`src/rtl/bnn_pkg.sv`:
```
// Shared types, dataset defaults and helpers for the BNN classifier front-end.
package bnn_pkg;

  typedef enum logic [1:0] {StLoad, StSettle, StOut} loader_state_t;

  // pendigits dataset defaults
  localparam int unsigned PendigitsFeatCnt  = 16;
  localparam int unsigned PendigitsFeatBits = 4;
  localparam int unsigned PendigitsClassCnt = 10;

  function automatic int unsigned pred_bits(input int unsigned class_cnt);
    return (class_cnt > 1) ? $clog2(class_cnt) : 1;
  endfunction

endpackage

```
`src/rtl/bnn_feat_deser.sv`:
```
// Word-indexed deserializer: writes each accepted word into its slot of the packed feature bus.
module bnn_feat_deser import bnn_pkg::*; #(
  parameter int unsigned FEAT_CNT  = PendigitsFeatCnt,
  parameter int unsigned FEAT_BITS = PendigitsFeatBits
) (
  input  logic                          clk,
  input  logic                          rst_n,
  input  logic                          wr_en,
  input  logic [FEAT_BITS-1:0]          wr_data,
  output logic [FEAT_CNT*FEAT_BITS-1:0] features,
  output logic                          last_beat
);

  localparam int unsigned IdxBits = (FEAT_CNT > 1) ? $clog2(FEAT_CNT) : 1;
  localparam logic [IdxBits-1:0] IdxLast = IdxBits'(FEAT_CNT - 1);

  logic [IdxBits-1:0]            idx_q;
  logic [FEAT_CNT*FEAT_BITS-1:0] features_q;

  assign last_beat = wr_en && (idx_q == IdxLast);
  assign features  = features_q;

  // Slots are only ever overwritten, never cleared between vectors.
  always_ff @(posedge clk or negedge rst_n) begin
    if (!rst_n) begin
      idx_q      <= '0;
      features_q <= '0;
    end else if (wr_en) begin
      for (int unsigned i = 0; i < FEAT_CNT; i++) begin
        if (idx_q == IdxBits'(i)) features_q[i*FEAT_BITS +: FEAT_BITS] <= wr_data;
      end
      idx_q <= last_beat ? '0 : idx_q + IdxBits'(1);
    end
  end

endmodule

```
`src/rtl/bnn_feature_loader.sv`:
```
// Feature loader / result capture around a combinational BNN classifier.
// Optional BNN_LOADER_STATS_EN adds label input and saturating total/correct counters.
module bnn_feature_loader import bnn_pkg::*; #(
  parameter int unsigned FEAT_CNT      = PendigitsFeatCnt,
  parameter int unsigned FEAT_BITS     = PendigitsFeatBits,
  parameter int unsigned CLASS_CNT     = PendigitsClassCnt,
  parameter int unsigned SETTLE_CYCLES = 2,
`ifdef BNN_LOADER_STATS_EN
  parameter int unsigned CNT_BITS      = 16,
`endif
  localparam int unsigned PRED_BITS    = pred_bits(CLASS_CNT)
) (
  input  logic                          clk,
  input  logic                          rst_n,
  input  logic                          s_valid,
  output logic                          s_ready,
  input  logic [FEAT_BITS-1:0]          s_data,
  output logic [FEAT_CNT*FEAT_BITS-1:0] features,
  input  logic [PRED_BITS-1:0]          pred_in,
`ifdef BNN_LOADER_STATS_EN
  input  logic [PRED_BITS-1:0]          s_label,
  output logic [CNT_BITS-1:0]           total_cnt,
  output logic [CNT_BITS-1:0]           correct_cnt,
`endif
  output logic                          m_valid,
  input  logic                          m_ready,
  output logic [PRED_BITS-1:0]          m_pred
);

  localparam int unsigned SettleBits = (SETTLE_CYCLES > 0) ? $clog2(SETTLE_CYCLES + 1) : 1;

  loader_state_t         state_q;
  logic [SettleBits-1:0] settle_q;
  logic                  beat;
  logic                  last_beat;
  logic                  capture;

  assign s_ready = (state_q == StLoad);
  assign beat    = s_valid && s_ready;
  assign capture = (state_q == StSettle) && (settle_q == '0);

  bnn_feat_deser #(
    .FEAT_CNT  (FEAT_CNT),
    .FEAT_BITS (FEAT_BITS)
  ) u_deser (
    .clk       (clk),
    .rst_n     (rst_n),
    .wr_en     (beat),
    .wr_data   (s_data),
    .features  (features),
    .last_beat (last_beat)
  );

  always_ff @(posedge clk or negedge rst_n) begin
    if (!rst_n) begin
      state_q  <= StLoad;
      settle_q <= '0;
      m_valid  <= 1'b0;
      m_pred   <= '0;
    end else begin
      unique case (state_q)
        StLoad: begin
          if (last_beat) begin
            settle_q <= SettleBits'(SETTLE_CYCLES);
            state_q  <= StSettle;
          end
        end
        StSettle: begin
          if (capture) begin
            m_pred  <= pred_in;
            m_valid <= 1'b1;
            state_q <= StOut;
          end else begin
            settle_q <= settle_q - SettleBits'(1);
          end
        end
        StOut: begin
          if (m_valid && m_ready) begin
            m_valid <= 1'b0;
            state_q <= StLoad;
          end
        end
        default: state_q <= StLoad;
      endcase
    end
  end

`ifdef BNN_LOADER_STATS_EN
  logic [PRED_BITS-1:0] label_q;

  always_ff @(posedge clk or negedge rst_n) begin
    if (!rst_n) begin
      label_q     <= '0;
      total_cnt   <= '0;
      correct_cnt <= '0;
    end else begin
      if (last_beat) label_q <= s_label;
      if (capture) begin
        if (total_cnt != '1) total_cnt <= total_cnt + CNT_BITS'(1);
        if ((pred_in == label_q) && (correct_cnt != '1)) begin
          correct_cnt <= correct_cnt + CNT_BITS'(1);
        end
      end
    end
  end
`endif

endmodule

```
`config.mk`:
```
export PLATFORM = sky130hd
export DESIGN_NAME = bnn_feature_loader
export DESIGN_NICKNAME = d
export VERILOG_FILES = /design/src/rtl/bnn_pkg.sv /design/src/rtl/bnn_feat_deser.sv /design/src/rtl/bnn_feature_loader.sv
export SDC_FILE = /design/constraint.sdc
export NUM_CORES = 1
export LEC_CHECK = 0
export ABC_AREA = 1
export CAP_MARGIN = 20
export CELL_PAD_IN_SITES_DETAIL_PLACEMENT = 0
export CELL_PAD_IN_SITES_GLOBAL_PLACEMENT = 2
export CORE_MARGIN = 4
export CORE_UTILIZATION = 30
export CTS_CLUSTER_DIAMETER = 200
export DETAILED_ROUTE_END_ITERATION = 10
export PLACE_DENSITY_LB_ADDON = 0.12
export RECOVER_POWER = 100
export SLEW_MARGIN = 20
export SYNTH_ARGS = -nofsm -noshare
export SYNTH_HDL_FRONTEND = slang
export SYNTH_HIERARCHICAL = 1
export SYNTH_SLANG_ARGS = --single-unit
```
`constraint.sdc`:
```
create_clock -name clk -period 4.3 [get_ports clk]
set_input_delay 1.075 -clock clk [delete_from_list [all_inputs] [get_ports clk]]
set_output_delay 1.075 -clock clk [all_outputs]
set_load 0.02 [all_outputs]
```
==> impl_metrics.ini, run 1 <==
[run_status]
status = complete, but fails checks
violations_in_the_final_reports = max-capacitance violations, max-slew violations

[cts]
cts_inserted_buffers = 9
post_cts_hold_buffer_count = 0
tritoncts_clock_tree = done
clk_pin_slew_worst_paths_ns = 0.09
max-clock-path-buffers = 2
cts-root-buf = sky130_fd_sc_hd__clkbuf_8
postCtsSetupBuffers = 0
clock_insertion_delay_worst_skew_ns = 0.36
total_of_cells_resized_after_clock_tree_synthesis = 0
numClockSinks = 77
clock_tree.htree_level_count = 3

[drt]
drt-initial-drc-count = 100
postRouteAntennaNets = 0
via_count = 2622
wl_met3_um = 466
routed_wirelength_um = 8570
post_drt_wl_per_cell_um = 14.5
drc = 0
wl_met2_um = 3720
drt-pass1-iter-count = 4
dr.max_layer_used = met4
routedLengthMet1_um = 4250
avgViaCountPerCell = 4.43

[worst_setup_path]
timing_worst_setup_path_type = input port to flop
crit_path_end_kind = flop
critPathLaunchType = input port
depth_of_the_most_critical_reg_to_reg_path = 7
worst_setup_path_startpoint = s_valid
arrival_ns = 3.22
crit-reg2reg-capture = settle_q[1]$_DFFE_PN0P_
worst-path-max-fanout = 10
r2r_setup_slack_ns = 1.98
crit_required_ns = 4.56
timing.rr.start = state_q[0]$_DFFE_PN0P_

[synth]
synthFlopType = sky130_fd_sc_hd__dfrtp_1
post_synthesis_net_count = 383
synth-warning-count = 6
ys_seq_elements = 77
synth.most_common_cell = sky130_fd_sc_hd__nand2_1
synth-edff-count = 0
fraction_of_synthesized_cell_area_taken_by_the_top_area_cell_type = 0.604
synth-async-reset-ratio = 1.00
yosysSeqAreaShare = 0.604
post_synth.cell_area_avg_um2 = 8.71
synthDominantAreaCellType = sky130_fd_sc_hd__dfrtp_1
synth.lib_cells_used.distinct = 21
synth_commonest_cells = 178 x sky130_fd_sc_hd__nand2_1, 77 x sky130_fd_sc_hd__dfrtp_1, 38 x sky130_fd_sc_hd__o21ai_0, 22 x sky130_fd_sc_hd__inv_1, 11 x sky130_fd_sc_hd__nor2_1
synth_area_leaders = sky130_fd_sc_hd__dfrtp_1 60%, sky130_fd_sc_hd__nand2_1 21%, sky130_fd_sc_hd__o21ai_0 6.0%
syn_inst = 366
post_synth_instance_area_um2 = 3190

[power_and_ir_drop]
internal_power_mw = 1.89
pwr-share-clk = 0.170
leakage_nw = 2.25
switching_power_summed_over_all_nets_mw = 1.36
power.share.sequential = 0.385
netSwitchingFraction = 0.419
powerDensity_nw_per_um2 = 756
power.ir.vdd_worst_mv = 0.246
power.share.combinational = 0.445

[grt]
grt_antenna_before_repair = 0
grt_pass1_wl_um = 14200
grt_pass1_vias = 2689
globalRouteTotalUtil = 0.146
maximum_number_of_pins_on_one_net_before_global_route_repair = 78
global_route_overflow = 0

[timing]
timing_hold_violations_final = 0
tns_ns = 0
rsz0062_at_grt = false
worst_pin_slew_ns = 1.96
max_freq_mhz = 338
final.min_clock_period_ns = 2.96
min_period_over_period = 0.688
final_hold_slack_ns = 0.465
max_slew_margin = -0.309
setup-violations-final = 0
clock_skew_ns = 0.0150
slew_violations = 78

[placed_design]
dpl_cell_area_um2 = 4140
place.detailed.hpwl_um = 5900
io_buffer_count = 81
gp_congestion = 0.721

[floorplan]
core_region_area_um2 = 10300
die-area_um2 = 12300
initial_util = 0.309
die_w_um = 111
fp-row-count = 37
die_height_um = 111
boundaryPins = 82

[finish]
postLayoutCellArea_um2 = 4290
drive_above_1_share = 0.0417
area_growth_pct = 34.6
num-nets-final = 468
n_antenna_cell = 0

[job]
drv_cap = 1

[worst_hold_path]
timing.hold.worst.class = flop to flop
timing.hold.worst.start = u_deser/features[32]$_DFFE_PN0P_
worst_hold_path.endpoint = u_deser/features[32]$_DFFE_PN0P_
worst_hold_path.num_cells = 2
==> cell families after synthesis <==
logic type,count (synthesis),synth area share
buffers and inverters,34,0.0428
adder cells (fa/ha/maj),5,0.0196
flip-flops,77,0.604
AND/OR/NAND/NOR,211,0.272
AO/OA/AOI/OAI,39,0.0612
==> worst max-delay path by stage <==
stage	slack, ns	to
finish	1.34	settle_q[1]$_DFFE_PN0P_
global route	1.04	settle_q[0]$_DFFE_PN0P_
CTS	1.52	s_ready
detailed placement	1.47	u_deser/features[9]$_DFFE_PN0P_
global placement	1.48	u_deser/features[9]$_DFFE_PN0P_
floorplan	2.32	settle_q[0]$_DFFE_PN0P_
==> sequential cells by signal (all words and copies together), names as in the netlist <==
name              count
u_deser/features     64
m_pred                4
u_deser/idx_q         4
settle_q              2
state_q               2
m_valid               1
==> area by class of cell <==
class                           instances  area [um2]
Fill cell                            1074        6030
Sequential cell                        77        1930
Multi-Input combinational cell        255        1100
Timing Repair Buffer                   82         810
Tap cell                              136         170
Clock buffer                           11         131
Inverter                               26        97.6
Clock inverter                          5        61.3
==> routing by layer <==
metal  vias to the layer above  global-route usage
met3                        10              0.0442
met5                         -                   0
met1                      1229               0.203
met2                        71               0.216
li1                       1312                   -
met4                         0              0.0511
==> power groups by stage <==
stage | logic, mW | clock network, mW | registers, mW
final | 1.44 | 0.553 | 1.25
after global routing | 1.60 | 0.610 | 1.31
after CTS | 1.61 | 0.573 | 1.27
after detailed placement | 1.60 | 0 | 1.28
after global placement | 1.59 | 0 | 1.28
after floorplan | 0.523 | 0 | 1.58
==> worst max-delay path, stage by stage <==
cell,delay (ns)
sky130_fd_sc_hd__dlygate4sd3_1,0.51
sky130_fd_sc_hd__nor3b_1,0.22
sky130_fd_sc_hd__clkbuf_1,0.36
sky130_fd_sc_hd__nand2_1,0.28
sky130_fd_sc_hd__nor2_1,0.43
sky130_fd_sc_hd__nand2_1,0.16
sky130_fd_sc_hd__nand3_1,0.11
sky130_fd_sc_hd__nand2_1,0.05
==> stage by stage <==
| stage | instances | setup slack [ns] | util | power [mW] |
|---|---|---|---|---|
| floorplan | 366 | 2.32 | - | 2.10 |
| global placement | 576 | 1.48 | 0.401 | 2.88 |
| detailed placement | 576 | 1.47 | 0.401 | 2.88 |
| CTS | 592 | 1.52 | 0.419 | 3.45 |
| global route | 592 | 1.04 | 0.416 | 3.52 |
| finish | 592 | 1.34 | 0.416 | 3.25 |
==> layout by cell type (no fill, tap or decap) <==
cell and count:
sky130_fd_sc_hd__a21oi_1 1, sky130_fd_sc_hd__bufinv_16 1, sky130_fd_sc_hd__clkbuf_1 3, sky130_fd_sc_hd__clkbuf_2 1, sky130_fd_sc_hd__clkbuf_8 9, sky130_fd_sc_hd__clkdlybuf4s50_1 4
sky130_fd_sc_hd__clkinv_4 1, sky130_fd_sc_hd__clkinvlp_4 3, sky130_fd_sc_hd__dfrtp_1 77, sky130_fd_sc_hd__dlygate4sd3_1 76, sky130_fd_sc_hd__ha_1 5, sky130_fd_sc_hd__inv_1 25
sky130_fd_sc_hd__inv_2 1, sky130_fd_sc_hd__nand2_1 182, sky130_fd_sc_hd__nand3_1 7, sky130_fd_sc_hd__nand3_2 1, sky130_fd_sc_hd__nand3_4 1, sky130_fd_sc_hd__nand4_1 2
sky130_fd_sc_hd__nor2_1 15, sky130_fd_sc_hd__nor2_4 1, sky130_fd_sc_hd__nor3_1 1, sky130_fd_sc_hd__nor3b_1 1, sky130_fd_sc_hd__o21ai_0 38
Power figures use the tool's default switching activity.
==> run 2, diff against run 1 <==
--- a/config.mk
+++ b/config.mk
@@ -10,7 +10,7 @@
 export CELL_PAD_IN_SITES_DETAIL_PLACEMENT = 0
 export CELL_PAD_IN_SITES_GLOBAL_PLACEMENT = 2
 export CORE_MARGIN = 4
-export CORE_UTILIZATION = 30
+export CORE_UTILIZATION = 25
 export CTS_CLUSTER_DIAMETER = 200
 export DETAILED_ROUTE_END_ITERATION = 10
 export PLACE_DENSITY_LB_ADDON = 0.12
==> constraint.sdc (replaced) <==
create_clock -name clk -period 2.7 [get_ports clk]
set_input_delay 0.675 -clock clk [delete_from_list [all_inputs] [get_ports clk]]
set_output_delay 0.675 -clock clk [all_outputs]
set_load 0.02 [all_outputs]
==> run 2 against run 1 <==
  * The flow now finishes without violations
  * Non-clock buffer count up 7
  * Critical path depth decreased by 6
  * Hold slack got worse by 0.0029 ns
  * Final area grew 4.8%
  * Register-to-register slack lost 1.1 ns
  * Flip-flop and latch count unchanged
  * Clock-buffer cell count grew 1
  * Largest cell class unchanged
==> impl_metrics.ini, run 2 (same netlist as run 1, synthesis figures left out) <==
[run_status]
status = complete, no violations

[power_and_ir_drop]
power.share.sequential = 0.356
power.share.combinational = 0.420
internal_power_mw = 3.39
switching_power_summed_over_all_nets_mw = 2.19
report.power.total_mw = 5.58
pwr-share-clk = 0.224
power.ir.vdd_worst_mv = 0.353
leakage_nw = 2.36
netSwitchingFraction = 0.393
powerDensity_nw_per_um2 = 1240

[floorplan]
boundaryPins = 82
fp-row-count = 40
core_region_area_um2 = 12300
die-area_um2 = 14600
initial_util = 0.260
die_w_um = 121
die_height_um = 121

[finish]
area_growth_pct = 41.0
num-nets-final = 475
layout.area.seq_um2 = 1930
drive_above_1_share = 0.0605
n_antenna_cell = 0
multi_input_area_um2 = 1090
fill_cells = 1294
mostFrequentLayoutCell = sky130_fd_sc_hd__nand2_1
largest_reg_flops = 64
commonest_cells_after_routing_fill_and_taps_aside = 181 x sky130_fd_sc_hd__nand2_1, 77 x sky130_fd_sc_hd__dfrtp_1, 72 x sky130_fd_sc_hd__dlygate4sd3_1

[cts]
numClockSinks = 77
cts-root-buf = sky130_fd_sc_hd__clkbuf_16
tritoncts_clock_tree = done
post_cts_hold_buffer_count = 0
postCtsSetupBuffers = 0
clock_tree.htree_level_count = 3
total_of_cells_resized_after_clock_tree_synthesis = 0
cts_inserted_buffers = 9
max-clock-path-buffers = 2
clock_insertion_delay_worst_skew_ns = 0.34
clk_pin_slew_worst_paths_ns = 0.06

[drt]
routed_wirelength_um = 9110
post_drt_wl_per_cell_um = 14.4
drc = 0
drt-pass1-iter-count = 4
drt-initial-drc-count = 145
via_count = 2643
postRouteAntennaNets = 0
avgViaCountPerCell = 4.19

[grt]
maximum_number_of_pins_on_one_net_before_global_route_repair = 42
global_route_overflow = 0
grt_pass1_wl_um = 15000
grt_pass1_vias = 2779
grt_antenna_before_repair = 0
globalRouteTotalUtil = 0.134

[timing]
slew_violations = 0
clock_skew_ns = 0.00904
tns_ns = 0
timing_hold_violations_final = 0
rsz0062_at_grt = false
max_freq_mhz = 426
setup-violations-final = 0
final.min_clock_period_ns = 2.35
worst_pin_slew_ns = 1.06
max_slew_margin = 0.292
min_period_over_period = 0.870

[worst_setup_path]
timing_worst_setup_path_type = flop to output port
timing.critical_path.cells = nor2_4 -> dlygate4sd3_1
worst-path-max-fanout = 8
critPathLaunchType = flop
timing.critical_path.slowest_stage_cell = sky130_fd_sc_hd__dlygate4sd3_1
arrival_ns = 1.67
crit_required_ns = 2.03
crit_path_end_kind = output port
highest_cell_delay_on_the_worst_timing_path_ns = 0.68

[placed_design]
io_buffer_count = 81
place.detailed.hpwl_um = 6600
gp_congestion = 0.775

[job]
drv_cap = 0

[worst_hold_path]
timing.hold.worst.class = flop to flop
==> run 2: worst paths after layout <==
path	start	endpoint	slack, ns	cells past startpoint
min in group asynchronous	rst_n	u_deser/features[13]$_DFFE_PN0P_	0.51	1
max in group asynchronous	rst_n	u_deser/features[62]$_DFFE_PN0P_	0.64	2
setup / recovery	state_q[0]$_DFFE_PN0P_	s_ready	0.35	2
hold / removal	u_deser/features[45]$_DFFE_PN0P_	u_deser/features[45]$_DFFE_PN0P_	0.46	2
hold reg to reg	u_deser/features[45]$_DFFE_PN0P_	u_deser/features[45]$_DFFE_PN0P_	0.46	2
setup reg to reg	state_q[0]$_DFFE_PN0P_	settle_q[1]$_DFFE_PN0P_	0.84	7
==> run 2: metal layers <==
metal  vias to the layer above  global-route usage  wire length, um
met5                         -                   0                0
met4                         0              0.0574              177
met3                        12              0.0317              410
met2                        57               0.207             4100
met1                      1252               0.179             4430
li1                       1322                   -                -
==> run 2: cell type report <==
class | count | share of cell area
Sequential cell | 77 | 0.428
Clock buffer | 12 | 0.0593
Inverter | 26 | 0.0217
Multi-Input combinational cell | 255 | 0.243
Tap cell | 168 | 0.0467
Clock inverter | 4 | 0.0100
Timing Repair Buffer | 89 | 0.191
==> run 2: metrics by stage <==
stage	util	instance area [um2]	worst slack [ns]	hold slack [ns]	instances
floorplan	-	3190	1.12	0.379	366
finish	0.367	4500	0.350	0.462	631
global route	0.367	4500	0.225	0.484	631
CTS	0.371	4550	0.369	0.337	631
detailed placement	0.346	4240	0.347	0.459	615
global placement	0.346	4240	0.352	0.457	615
==> run 2: critical path: cells and delay by family, from the launching register on <==
family                 cells  cell delay (ns)
and+or+nand+nor            1             0.17
DFF                        1             0.49
buffers and inverters      1             0.68
==> run 2: power by group through the flow <==
stage / sequential, mW / combinational (mW) / clock, mW
global route: 2.07 / 2.61 / 1.34
CTS: 2.02 / 2.60 / 1.30
global placement: 2.04 / 2.58 / 0
floorplan: 2.51 / 0.832 / 0
finish: 1.99 / 2.34 / 1.25
detailed placement: 2.04 / 2.59 / 0
==> run 3, diff against run 2 <==
--- a/config.mk
+++ b/config.mk
@@ -13,6 +13,7 @@
 export CORE_UTILIZATION = 25
 export CTS_CLUSTER_DIAMETER = 200
 export DETAILED_ROUTE_END_ITERATION = 10
+export GPL_ROUTABILITY_DRIVEN = 0
 export PLACE_DENSITY_LB_ADDON = 0.12
 export RECOVER_POWER = 100
 export SLEW_MARGIN = 20
==> results of run 3 <==
Final layout, timing and power as in run 2 (identical DEF).
